**src/rtl/ldpc_bf_pkg.sv**
```systemverilog
// ldpc_bf_pkg: shared types and width helpers for the bit-flipping LDPC
// decoder controller.
//   state_t     - scheduler FSM states
//   w_min1()    - clog2 clamped to at least one bit
//   row_w()     - width of a row index for M parity-check rows
//   iter_w()    - width of an iteration count reaching MAX_ITER
//   fail_w()    - width of an unsatisfied-row count reaching M
package ldpc_bf_pkg;

  typedef enum logic [2:0] {
    IDLE,
    CLEAR,
    CHECK_REQ,
    CHECK_WAIT,
    DECIDE,
    FLIP,
    FLIP_WAIT,
    DONE
  } state_t;

  function automatic int unsigned w_min1(input int unsigned n);
    return (n <= 1) ? 1 : $clog2(n);
  endfunction

  function automatic int unsigned row_w(input int unsigned m_checks);
    return w_min1(m_checks);
  endfunction

  function automatic int unsigned iter_w(input int unsigned max_iter);
    return w_min1(max_iter + 1);
  endfunction

  function automatic int unsigned fail_w(input int unsigned m_checks);
    return w_min1(m_checks + 1);
  endfunction

endpackage

```
**src/rtl/ldpc_bf_wdog.sv**
```systemverilog
// ldpc_bf_wdog: cycle watchdog for the controller's datapath waits.
//   clk, rst  - clock, asynchronous active-low reset
//   clear     - restart the count (held while not waiting)
//   enable    - count this cycle
//   expired   - high in the LIMIT-th consecutive enabled cycle
module ldpc_bf_wdog
  import ldpc_bf_pkg::*;
#(
  parameter int unsigned LIMIT = 64
) (
  input  logic clk,
  input  logic rst,
  input  logic clear,
  input  logic enable,
  output logic expired
);

  localparam int unsigned CW = w_min1(LIMIT);

  logic [CW-1:0] cnt;

  assign expired = enable && (cnt == CW'(LIMIT - 1));

  always_ff @(posedge clk or negedge rst) begin
    if (!rst) begin
      cnt <= '0;
    end else if (clear) begin
      cnt <= '0;
    end else if (enable && !expired) begin
      cnt <= cnt + CW'(1);
    end
  end

endmodule

```
**src/rtl/ldpc_bf_ctrl.sv**
```systemverilog
// ldpc_bf_ctrl: iteration scheduler for the bit-flipping LDPC decoder.
// Each pass clears the datapath counters, evaluates every parity-check row,
// then finishes (zero syndrome or MAX_ITER flips) or commands one bit flip.
// Optional watchdog: define LDPC_BF_CTRL_TIMEOUT_EN to abort a datapath wait
// after TIMEOUT cycles (err=1); otherwise waits are unbounded and err=0.
// Ports:
//   clk, rst            - clock, asynchronous active-low reset
//   start               - decode request (sampled in IDLE)
//   busy, done          - decode in progress / one-cycle end pulse
//   success, err        - verdict and watchdog-abort flag, held until next start
//   iter_cnt, fail_cnt  - flips performed / unsatisfied rows of latest pass
//   syn_clr             - clear datapath unsatisfied-check counters
//   chk_addr, chk_en    - row evaluation request
//   chk_valid, chk_fail - row evaluation result
//   flip_en, flip_ack   - bit-flip command and write-back acknowledge
module ldpc_bf_ctrl
  import ldpc_bf_pkg::*;
#(
  parameter int unsigned M_CHECKS = 4,
  parameter int unsigned MAX_ITER = 10,
  parameter int unsigned TIMEOUT  = 64
) (
  input  logic                          clk,
  input  logic                          rst,
  input  logic                          start,
  output logic                          busy,
  output logic                          done,
  output logic                          success,
  output logic                          err,
  output logic [iter_w(MAX_ITER)-1:0]   iter_cnt,
  output logic [fail_w(M_CHECKS)-1:0]   fail_cnt,
  output logic                          syn_clr,
  output logic [row_w(M_CHECKS)-1:0]    chk_addr,
  output logic                          chk_en,
  input  logic                          chk_valid,
  input  logic                          chk_fail,
  output logic                          flip_en,
  input  logic                          flip_ack
);

  localparam int unsigned RW = row_w(M_CHECKS);
  localparam int unsigned IW = iter_w(MAX_ITER);
  localparam int unsigned FW = fail_w(M_CHECKS);

  state_t        state, state_next;
  logic [RW-1:0] row;
  logic [FW-1:0] acc, acc_next;
  logic          last_row;
  logic          wd_expired;

  assign chk_addr = row;
  assign last_row = (row == RW'(M_CHECKS - 1));
  assign acc_next = (chk_fail && (acc != FW'(M_CHECKS))) ? acc + FW'(1) : acc;

`ifdef LDPC_BF_CTRL_TIMEOUT_EN
  logic in_wait;
  assign in_wait = (state == CHECK_WAIT) || (state == FLIP_WAIT);

  // Clearing whenever outside a wait state restarts the count on every entry.
  ldpc_bf_wdog #(.LIMIT(TIMEOUT)) u_wdog (
    .clk     (clk),
    .rst     (rst),
    .clear   (!in_wait),
    .enable  (in_wait),
    .expired (wd_expired)
  );

  always_ff @(posedge clk or negedge rst) begin
    if (!rst) begin
      err <= 1'b0;
    end else if (state == IDLE && start) begin
      err <= 1'b0;
    end else if (wd_expired &&
                 ((state == CHECK_WAIT && !chk_valid) ||
                  (state == FLIP_WAIT  && !flip_ack))) begin
      err <= 1'b1;
    end
  end
`else
  logic unused_timeout;
  assign unused_timeout = (TIMEOUT != 0);
  assign wd_expired     = 1'b0;
  assign err            = 1'b0;
`endif

  always_ff @(posedge clk or negedge rst) begin
    if (!rst) begin
      state <= IDLE;
    end else begin
      state <= state_next;
    end
  end

  always_comb begin
    state_next = state;
    busy       = (state != IDLE);
    done       = 1'b0;
    syn_clr    = 1'b0;
    chk_en     = 1'b0;
    flip_en    = 1'b0;
    unique case (state)
      IDLE:       if (start) state_next = CLEAR;
      CLEAR: begin
        syn_clr    = 1'b1;
        state_next = CHECK_REQ;
      end
      CHECK_REQ: begin
        chk_en     = 1'b1;
        state_next = CHECK_WAIT;
      end
      // A response in the expiry cycle takes priority over the watchdog.
      CHECK_WAIT: begin
        if (chk_valid)       state_next = last_row ? DECIDE : CHECK_REQ;
        else if (wd_expired) state_next = DONE;
      end
      DECIDE: begin
        if (fail_cnt == '0)                 state_next = DONE;
        else if (iter_cnt == IW'(MAX_ITER)) state_next = DONE;
        else                                state_next = FLIP;
      end
      FLIP: begin
        flip_en    = 1'b1;
        state_next = FLIP_WAIT;
      end
      FLIP_WAIT: begin
        if (flip_ack)        state_next = CLEAR;
        else if (wd_expired) state_next = DONE;
      end
      DONE: begin
        done       = 1'b1;
        state_next = IDLE;
      end
      default:    state_next = IDLE;
    endcase
  end

  always_ff @(posedge clk or negedge rst) begin
    if (!rst) begin
      row      <= '0;
      acc      <= '0;
      fail_cnt <= '0;
      iter_cnt <= '0;
      success  <= 1'b0;
    end else begin
      case (state)
        IDLE: begin
          if (start) begin
            iter_cnt <= '0;
            success  <= 1'b0;
          end
        end
        CLEAR: begin
          row <= '0;
          acc <= '0;
        end
        CHECK_WAIT: begin
          if (chk_valid) begin
            acc <= acc_next;
            if (last_row) fail_cnt <= acc_next;
            else          row      <= row + RW'(1);
          end
        end
        DECIDE: begin
          if (fail_cnt == '0) success <= 1'b1;
        end
        FLIP_WAIT: begin
          if (flip_ack && (iter_cnt != IW'(MAX_ITER))) iter_cnt <= iter_cnt + IW'(1);
        end
        default: ;
      endcase
    end
  end

endmodule

```
**config.mk**
```make
export PLATFORM = sky130hd
export DESIGN_NAME = ldpc_bf_ctrl
export DESIGN_NICKNAME = d
export VERILOG_FILES = /design/src/rtl/ldpc_bf_pkg.sv /design/src/rtl/ldpc_bf_wdog.sv /design/src/rtl/ldpc_bf_ctrl.sv
export SDC_FILE = /design/constraint.sdc
export NUM_CORES = 1
export LEC_CHECK = 0
export CAP_MARGIN = 20
export CORE_AREA = 8 8 54 56
export DETAILED_ROUTE_END_ITERATION = 6
export DIE_AREA = 0 0 62 64
export PLACE_DENSITY = 0.78
export SYNTH_ARGS = -nofsm -noshare
export SYNTH_HDL_FRONTEND = slang
export SYNTH_HIERARCHICAL = 1
export SYNTH_SLANG_ARGS = --single-unit
```
**constraint.sdc**
```tcl
create_clock -name clk -period 3.1 [get_ports clk]
set_input_delay 0.62 -clock clk [delete_from_list [all_inputs] [get_ports clk]]
set_output_delay 0.62 -clock clk [all_outputs]
set_load 0.05 [all_outputs]
```
==> results.txt, run 1 <==
----------------------------------------------------
[Route]
  Remaining number of nets flagged by the antenna check after routing ... 0
  Total vias in the final route ... approximately 880
  1st-iter DRT viols ... 22
  Post-detailed-route wirelength per cell ... 14.0 um
  Routed wire length ... roughly 2200 um
  Number of design rule violations left after detail routing ... 0
  Number of vias per cell after detailed routing ... roughly 5.6
  Length of the first detailed-routing pass in iterations ... 4

[Placed design]
  Cell count after placement ... 153
  PortBufs ... 20
  Gpl congestion ... 0.747
  Minimum setup slack after placement ... between 500 and 600 ps
  HPWL Detailed ... 1670 um

[Clock tree]
  Clock Root Buffer ... clkbuf_4
  Number of buffers created by CTS ... 3
  Clock Latency Late Sink ... 280 ps
  Clock sink count ... 16
  Post-CTS clock slew at the launch and capture registers of the worst setup and hold paths ... around 100 ps
  CTS H-Tree Depth ... 1
  TritonCTS clock tree ... done
  Setup fix buffers added after clock tree synthesis ... 0
  Number of gates given a new drive strength after cts ... 0
  Number of hold buffers added after cts ... 0
  Deepest clock path buffer count ... 2

[Timing]
  Achievable Freq ... approximately 350 MHz
  Time the final worst path needs with I/O delays and setup ... between 2000 and 3000 ps
  Worst relative slew slack ... 0.521
  Max-slew violations ... 0
  Worst Max-Slew Pin Slew ... roughly 720 ps
  Count of final setup violators ... 0
  Final Worst Setup Slack ... around 270 ps
  Worst clock skew ... 7.96 ps
  Final Hold Viols ... 0
  Period utilization ... 0.913
  Setup repair after global routing missed its margin ... false
  Total negative slack ... 0 ps

[Floorplanning]
  I/O Pins ... 22
  Placement Rows ... 17
  Die area ... just under 4000 um2
  Std-Cell Core Area ... 2110 um2
  Starting density of the core ... 0.496
  Die Y ... roughly 64 um
  Horizontal die dimension ... just over 60 um

[Job]
  Max-cap violations ... 0

[Critical path]
  Top fanout value on the critical path ... 20
  Type of the setup path with the least slack ... reg2out
  Origin of the worst setup path ... state[2]
  Required @ worst endpoint ... between 2000 and 2500 ps
  Start of the worst register-to-register path ... acc[0]
  Crit end category ... output pin
  Worst endpoint data arrival time ... around 2200 ps
  Startpoint class of the critical path ... flop

[Synth]
  Post-synthesis cell type count ... 43
  Warnings from Yosys ... 6
  Synthesized area per cell ... a little over 9 um2
  Net count after synthesis ... 123
  Post-synthesis instance total ... roughly 110
  Netlist area before placement ... 1040 um2
  Async S/R FF share, synth ... 1.00
  Sequential fraction of the synthesis area ... 0.384
  Most instantiated flip-flop cell in the synthesis netlist ... dfrtp_1
  Post-synth EDFFs ... 0
  #FFs+latches synth ... 16

[GRT]
  First-pass GRT wire length ... 3680 um
  Antenna violations before repair ... 0
  Via count of the first global-routing pass ... about 860
  Largest net degree at the start of global routing ... 23
  Total routing resource utilization after global routing ... 0.117
  GRT overflow ... 0

[Cells and area]
  Post-Layout Cell Count ... between 150 and 200
  Ratio of cells with drive above 1 in the final layout ... 0.0620
  Number of nets in the final layout ... roughly 140
  Relative area change from synthesis to final layout ... 23.4%
  Number of antenna cells inserted ... 0

[Min path]
  Class of the worst hold path ... reg2reg
  Hold path start ... success

[Pwr]
  Switching pwr ... approximately 640 uW
  Combinational cell fraction of total power ... 0.592
  P per Cell Area ... around 1000 nW/um2
  Part of the total power dissipated in sequential elements ... 0.304
  Clock group share of total power ... 0.104
  Fraction of power spent switching nets ... 0.490
  Worst ir drop on vdd ... 0.000589 V
  Internal power ... between 600 and 700 uW
  Static Leakage ... 0.564 nW

[Outcome]
  Outcome ... finished clean

----------------------------------------------------
-- state kept, by name, summed over array words and instances (netlist names) --
name and cells:
iter_cnt 4, success 1, state 3, chk_addr 2
acc 3, fail_cnt 3
-- path summary, 6_finish.rpt --
path	to	slack, ps	depth (start not counted)
min	success	520	2
max reg2reg	fail_cnt[1]	1270	5
min reg2reg	success	520	2
max in group asynchronous	acc[0]	1890	1
max	flip_en	270	3
min in group asynchronous	success	750	1
-- critical path, cell delays in order, from the launching register on --
cell             delay, ps
dfrtp_1                660
nor2b_1                300
and2_1                 170
clkdlybuf4s50_1        800
-- synthesized netlist by cell type, types with 2 or more instances --
cell type  count  area share
a21oi_1        3       0.014
a22o_1         2       0.017
a22oi_1        2       0.014
and2_1         2       0.012
and3_1         4       0.024
clkbuf_1       6       0.022
dfrtp_1       16        0.38
ha_1           5       0.060
inv_1          5       0.018
mux2_1         4       0.043
mux2_2         2       0.022
nand2_1        6       0.022
nand2b_1       3       0.018
nand3_1        4       0.019
nand4_1        2       0.012
nor2_1         5       0.018
nor2b_1        4       0.024
nor3b_1        4       0.029
o21ai_0        3       0.014
o21ai_1        4       0.019
o221ai_1       2       0.017
or3_1          3       0.018
-- metrics by stage --
step / power, mW / area [um2] / hold WS, ps / util
CTS: 1.33 / 1290 / 530 / 0.611
global placement: 1.17 / 1250 / 493 / 0.594
detailed placement: 1.19 / 1250 / 504 / 0.594
global route: 1.40 / 1290 / 554 / 0.611
floorplan: 0.954 / 1040 / 324 / -
finish: 1.31 / 1290 / 518 / 0.611
-- area by class of cell --
class | count | area [um2]
sequential | 16 | 400
timing repair buffer | 21 | 208
multi-input combinational | 82 | 586
inverter | 6 | 22.5
clock buffer | 4 | 36.3
tap | 28 | 35.0
fill | 172 | 818
-- power by group through the flow --
stage / clock, mW / combinational [mW] / sequential, mW
after floorplan: 0 / 0.418 / 0.536
after global placement: 0 / 0.773 / 0.394
after detailed placement: 0 / 0.783 / 0.402
after CTS: 0.141 / 0.787 / 0.398
after global routing: 0.149 / 0.835 / 0.415
final: 0.136 / 0.778 / 0.400
-- routing by layer --
layer | vias to the layer above | track usage | wire length, um
li1 | 439 | - | -
met1 | 420 | 0.139 | 983
met2 | 16 | 0.197 | 1100
met3 | 2 | 0.0200 | 98
met4 | 0 | 0.0513 | 16
met5 | - | 0 | 0
-- cells in the final DEF (no fill, tap or decap), drive strengths merged, types with 3 or more instances in the layout --
cell type / netlist / final
clkdlybuf4s50: 0 / 20
dfrtp: 16 / 16
o21ai: 7 / 7
nand2: 6 / 6
mux2: 6 / 6
inv: 5 / 5
nor2: 5 / 5
ha: 5 / 5
and3: 4 / 4
nor2b: 4 / 4
nor3b: 4 / 4
nand3: 4 / 4
clkbuf: 6 / 4
or3: 3 / 3
nand2b: 3 / 3
a21oi: 3 / 3
-- cell families after synthesis --
family | synth area share
other | 0.00359
AOI/OAI and AO/OA | 0.157
xor gates and xnor gates | 0.00839
muxes | 0.0743
DFF | 0.384
and+or+nand+nor | 0.258
adders and majority gates | 0.0600
buffers and inverters | 0.0552
(Power assumes the default switching activity.)
==> run 2, diff against run 1 <==
--- a/config.mk
+++ b/config.mk
@@ -6,10 +6,10 @@
 export NUM_CORES = 1
 export LEC_CHECK = 0
 export CAP_MARGIN = 20
-export CORE_AREA = 8 8 54 56
+export CORE_AREA = 8 8 55 57
 export DETAILED_ROUTE_END_ITERATION = 6
-export DIE_AREA = 0 0 62 64
-export PLACE_DENSITY = 0.78
+export DIE_AREA = 0 0 63 65
+export PLACE_DENSITY = 0.75
 export SYNTH_ARGS = -nofsm -noshare
 export SYNTH_HDL_FRONTEND = slang
 export SYNTH_HIERARCHICAL = 1
==> constraint.sdc (replaced) <==
create_clock -name clk -period 3 [get_ports clk]
set_input_delay 0.6 -clock clk [delete_from_list [all_inputs] [get_ports clk]]
set_output_delay 0.6 -clock clk [all_outputs]
set_load 0.05 [all_outputs]
==> run 2 against run 1 <==
Effect of this change:
- total power increased by 1.3%
- routed wire length grew 4.1%
- global-route usage grew 0.19 points
- clock power shrank 19%
- first-iteration DRC count grew 95%
- worst setup slack worse by 62 ps
- worst hold slack lost 11 ps
- critical path depth unchanged
- critical path type unchanged
- sequential share of layout area grew 0.34 points
- cell count is 0.64% lower
- largest power group unchanged
- clock-buffer cell count down 1
==> results.txt, run 2 (synthesis gave the netlist of run 1 again) <==
----------------------------------------------------
[GRT]
  Via count of the first global-routing pass ... 904
  Antenna violations before repair ... 0
  GRT overflow ... 0
  First-pass GRT wire length ... between 4000 and 5000 um
  Largest net degree at the start of global routing ... 21
  Total routing resource utilization after global routing ... 0.119

[Pwr]
  Switching pwr ... 667 uW
  Worst ir drop on vdd ... approximately 0.00076 V
  Part of the total power dissipated in sequential elements ... 0.319
  Fraction of power spent switching nets ... 0.501
  Combinational cell fraction of total power ... 0.598
  Clock group share of total power ... 0.083
  Static Leakage ... 0.557 nW
  Internal power ... roughly 660 uW
  P per Cell Area ... ~1000 nW/um2

[Critical path]
  Worst endpoint data arrival time ... roughly 2200 ps
  Flop-to-flop setup slack ... roughly 1200 ps
  Type of the setup path with the least slack ... reg2out
  Crit end category ... output pin
  Startpoint class of the critical path ... flop
  Top fanout value on the critical path ... 20
  Required @ worst endpoint ... ~2400 ps

[Placed design]
  HPWL Detailed ... 1720 um
  PortBufs ... 20
  Gpl congestion ... between 0.7 and 0.8
  Cell count after placement ... 153

[Floorplanning]
  Placement Rows ... 17
  Horizontal die dimension ... between 60 and 70 um
  I/O Pins ... 22
  Starting density of the core ... 0.486
  Std-Cell Core Area ... between 2000 and 2500 um2
  Die area ... 4100 um2
  Die Y ... about 65 um

[Timing]
  Final Hold Viols ... 0
  Time the final worst path needs with I/O delays and setup ... 2790 ps
  Period utilization ... 0.931
  Worst Max-Slew Pin Slew ... 721 ps
  Total negative slack ... 0 ps
  Max-slew violations ... 0
  Achievable Freq ... around 360 MHz
  Worst relative slew slack ... 0.518
  Count of final setup violators ... 0
  Setup repair after global routing missed its margin ... false
  Worst clock skew ... roughly 2.6 ps

[Clock tree]
  TritonCTS clock tree ... done
  Clock sink count ... 16
  Number of gates given a new drive strength after cts ... 0
  CTS H-Tree Depth ... 1
  Number of hold buffers added after cts ... 0
  Post-CTS clock slew at the launch and capture registers of the worst setup and hold paths ... ~90 ps
  Clock Root Buffer ... clkbuf_4
  Number of buffers created by CTS ... 3
  Setup fix buffers added after clock tree synthesis ... 0
  Clock Latency Late Sink ... between 200 and 300 ps
  Deepest clock path buffer count ... 2

[Route]
  Number of vias per cell after detailed routing ... ~5.7
  Total vias in the final route ... a little under 900
  Length of the first detailed-routing pass in iterations ... 4
  Post-detailed-route wirelength per cell ... about 15 um
  1st-iter DRT viols ... between 40 and 50
  Number of design rule violations left after detail routing ... 0
  Routed wire length ... around 2300 um
  Remaining number of nets flagged by the antenna check after routing ... 0

[Cells and area]
  Number of fillers in the final layout ... approximately 190
  Max reg flops ... 4
  Number of nets in the final layout ... between 100 and 150
  Most frequent cells in the layout ... clkdlybuf4s50_1 (20), dfrtp_1 (16), nand2_1 (6)
  Post-Layout Cell Count ... between 150 and 200
  Ratio of cells with drive above 1 in the final layout ... 0.0547
  Reg with most FFs ... iter_cnt
  Number of antenna cells inserted ... 0
  Relative area change from synthesis to final layout ... 22.1%
  Most common cell after layout, fill and taps aside ... clkdlybuf4s50_1

[Outcome]
  Outcome ... finished clean

[Min path]
  Class of the worst hold path ... reg2reg

[Job]
  Max-cap violations ... 0

----------------------------------------------------
-- run 2: cell count changes in the layout (fill, tap and decap cells not counted) --
cell and change:
clkbuf_8 -1
-- run 2: stage by stage --
step / hold slack (ps) / setup slack (ps) / util / cell area [um2] / total power [mW]
5_1_grt: 557 / 102 / 0.593 / 1270 / 1.43
6_report: 507 / 208 / 0.593 / 1270 / 1.33
2_1_floorplan: 304 / 464 / - / 1040 / 0.986
3_3_place_gp: 512 / 554 / 0.582 / 1250 / 1.20
4_1_cts: 520 / 194 / 0.593 / 1270 / 1.34
3_5_place_dp: 500 / 515 / 0.582 / 1250 / 1.23
-- run 2: area by class of cell --
class / instances / area [um2] / area share
clock buffer: 3 / 22.5 / 0.0177
inverter: 6 / 22.5 / 0.0177
multi-input combinational: 82 / 586 / 0.460
sequential: 16 / 400 / 0.314
tap: 28 / 35.0 / 0.0275
timing repair buffer: 21 / 208 / 0.163
-- run 2: worst paths after layout --
check | cells past startpoint | endpoint | from
max in group asynchronous | 1 | state[0] | rst
min | 2 | success | success
max | 3 | flip_en | state[2]
min in group asynchronous | 1 | iter_cnt[2] | rst
min reg2reg | 2 | success | success
max reg2reg | 5 | fail_cnt[1] | acc[0]
-- run 2: worst max-delay path: stages (launching register included) --
cell             delay (ps)
dfrtp_1                 650
nor2b_1                 300
and2_1                  160
clkdlybuf4s50_1         800
-- run 2: layer usage --
layer  global-route usage  wire (um)  up-vias
met5                    0          0        -
met4               0.0427         14        0
met3               0.0361        100        2
met2                0.207       1110       17
met1                0.135       1070      426
li1                     -          -      437
-- run 2: power by group through the flow --
| stage | registers [mW] | logic (mW) | clock network, mW |
|---|---|---|---|
| final | 0.425 | 0.796 | 0.110 |
| after global routing | 0.446 | 0.863 | 0.122 |
| after CTS | 0.427 | 0.804 | 0.112 |
| after detailed placement | 0.430 | 0.802 | 0 |
| after global placement | 0.421 | 0.783 | 0 |
| after floorplan | 0.554 | 0.432 | 0 |
==> run 3, diff against run 2 <==
--- a/config.mk
+++ b/config.mk
@@ -10,6 +10,7 @@
 export DETAILED_ROUTE_END_ITERATION = 6
 export DIE_AREA = 0 0 63 65
 export PLACE_DENSITY = 0.75
+export RECOVER_POWER = 25
 export SYNTH_ARGS = -nofsm -noshare
 export SYNTH_HDL_FRONTEND = slang
 export SYNTH_HIERARCHICAL = 1
==> run 3 against run 2 <==
Effect of this change:
- register-to-register slack is essentially flat
- highest routed layer unchanged
- routed wire length did not move
- clock power is essentially flat
- critical endpoint unchanged
- critical path type unchanged
- largest cell class unchanged
- combinational power about the same
- total power is essentially flat
==> results.txt, run 3 (synthesis gave the netlist of run 1 again) <==
----------------------------------------------------
[Clock tree]
  Clock Root Buffer ... clkbuf_4
  Clock Latency Late Sink ... 280 ps
  Deepest clock path buffer count ... 2
  Number of hold buffers added after cts ... 0
  TritonCTS clock tree ... done
  Number of gates given a new drive strength after cts ... 0
  CTS H-Tree Depth ... 1
  Clock sink count ... 16
  Post-CTS clock slew at the launch and capture registers of the worst setup and hold paths ... around 90 ps
  Setup fix buffers added after clock tree synthesis ... 0
  Number of buffers created by CTS ... 3

[Critical path]
  Type of the setup path with the least slack ... reg2out
  Cell with the largest stage delay on the worst path ... clkdlybuf4s50_1
  Start of the worst register-to-register path ... acc[0]
  Required @ worst endpoint ... around 2400 ps
  Origin of the worst setup path ... state[2]
  CP delay by family, top ... buffers and inverters
  Crit end category ... output pin
  Startpoint class of the critical path ... flop
  Slowest cell delay on critical path ... around 800 ps
  Worst endpoint data arrival time ... approximately 2200 ps
  Cell Chain, Critical Path ... nor2b_1 > and2_1 > clkdlybuf4s50_1
  Combined buffer and inverter count along the critical path ... 1
  Top fanout value on the critical path ... 20

[Placed design]
  HPWL Detailed ... approximately 1700 um
  Gpl congestion ... 0.795
  Dpl cell area ... 1250 um2
  PortBufs ... 20
  Minimum setup slack after placement ... 515 ps

[Timing]
  Max-slew violations ... 0
  Time the final worst path needs with I/O delays and setup ... around 2800 ps
  Worst relative slew slack ... 0.513
  Worst clock skew ... about 2.6 ps
  Count of final setup violators ... 0
  Final Worst Setup Slack ... 208 ps
  Worst Hold Slack ... 507 ps
  Achievable Freq ... around 360 MHz
  Period utilization ... 0.931
  Total negative slack ... 0 ps
  Final Hold Viols ... 0
  Worst Max-Slew Pin Slew ... roughly 730 ps
  Setup repair after global routing missed its margin ... false

[Pwr]
  Static Leakage ... about 0.56 nW
  Clock group share of total power ... 0.083
  Fraction of power spent switching nets ... 0.501
  Part of the total power dissipated in sequential elements ... 0.319
  Internal power ... between 600 and 700 uW
  Combinational cell fraction of total power ... 0.598
  Worst ir drop on vdd ... ~0.00076 V
  Switching pwr ... 667 uW
  P per Cell Area ... ~1000 nW/um2

[Floorplanning]
  Std-Cell Core Area ... around 2100 um2
  Die Y ... between 60 and 70 um
  Starting density of the core ... 0.486
  Die area ... 4100 um2
  I/O Pins ... 22
  Horizontal die dimension ... approximately 63 um
  Placement Rows ... 17

[GRT]
  Largest net degree at the start of global routing ... 21
  GRT overflow ... 0
  Antenna violations before repair ... 0
  Via count of the first global-routing pass ... around 900
  Total routing resource utilization after global routing ... 0.119
  First-pass GRT wire length ... between 4000 and 5000 um

[Job]
  Max-cap violations ... 0

[Cells and area]
  Ratio of cells with drive above 1 in the final layout ... 0.0547
  Max reg flops ... 4
  Most frequent cells in the layout ... clkdlybuf4s50_1 (19), dfrtp_1 (16), nand2_1 (6)
  Final Util ... 0.593
  Number of nets in the final layout ... about 140
  Non-Filler Cell Area, Final ... about 1300 um2
  Relative area change from synthesis to final layout ... 22.1%
  Number of antenna cells inserted ... 0
  Reg with most FFs ... iter_cnt
  Most common cell after layout, fill and taps aside ... clkdlybuf4s50_1

[Min path]
  Hold path start ... success
  Class of the worst hold path ... reg2reg

[Route]
  Number of vias per cell after detailed routing ... roughly 5.7
  1st-iter DRT viols ... 43
  Post-detailed-route wirelength per cell ... 14.7 um
  Total vias in the final route ... 882
  Remaining number of nets flagged by the antenna check after routing ... 0
  Number of design rule violations left after detail routing ... 0
  Routed wire length ... about 2300 um
  Length of the first detailed-routing pass in iterations ... 4

[Outcome]
  Outcome ... finished clean

----------------------------------------------------
-- run 3: power by group through the flow --
| stage | Combinational (mW) | Clock, mW | Sequential, mW |
|---|---|---|---|
| 5_1_grt | 0.863 | 0.122 | 0.446 |
| 2_1_floorplan | 0.432 | 0 | 0.554 |
| 3_3_place_gp | 0.783 | 0 | 0.421 |
| 3_5_place_dp | 0.802 | 0 | 0.430 |
| 4_1_cts | 0.804 | 0.112 | 0.427 |
| 6_report | 0.795 | 0.110 | 0.425 |
-- run 3: area by class of cell --
cell class / count / area, um2
Tap cell: 28 / 35.0
Sequential cell: 16 / 400
Clock buffer: 3 / 22.5
Timing Repair Buffer: 21 / 208
Multi-Input combinational cell: 82 / 586
Inverter: 6 / 22.5
Fill cell: 187 / 875
-- run 3: worst paths after layout --
path	to	cells after the start	slack (ps)
min in group asynchronous	iter_cnt[2]	1	810
hold reg to reg	success	2	510
hold / removal	success	2	510
max in group asynchronous	state[0]	1	1730
setup reg to reg	fail_cnt[1]	5	1190
setup / recovery	flip_en	3	210
-- run 3: metal layers --
| metal | share of wire | vias up | track usage |
|---|---|---|---|
| li1 | - | 437 | - |
| met1 | 0.47 | 426 | 0.135 |
| met2 | 0.48 | 17 | 0.207 |
| met3 | 0.044 | 2 | 0.0361 |
| met4 | 0.0061 | 0 | 0.0427 |
| met5 | 0 | - | 0 |
-- run 3: tightest hold or removal path, delay by kind of cell (launching register included) --
kind | cells | cell delay [ps]
DFF | 1 | 350
AOI/OAI and AO/OA | 1 | 40
and+or+nand+nor | 1 | 80
-- run 3: stage by stage --
step | power, mW | instances
after floorplan | 0.986 | 112
after global placement | 1.20 | 153
after detailed placement | 1.23 | 153
after CTS | 1.34 | 156
after global routing | 1.43 | 156
final | 1.33 | 156
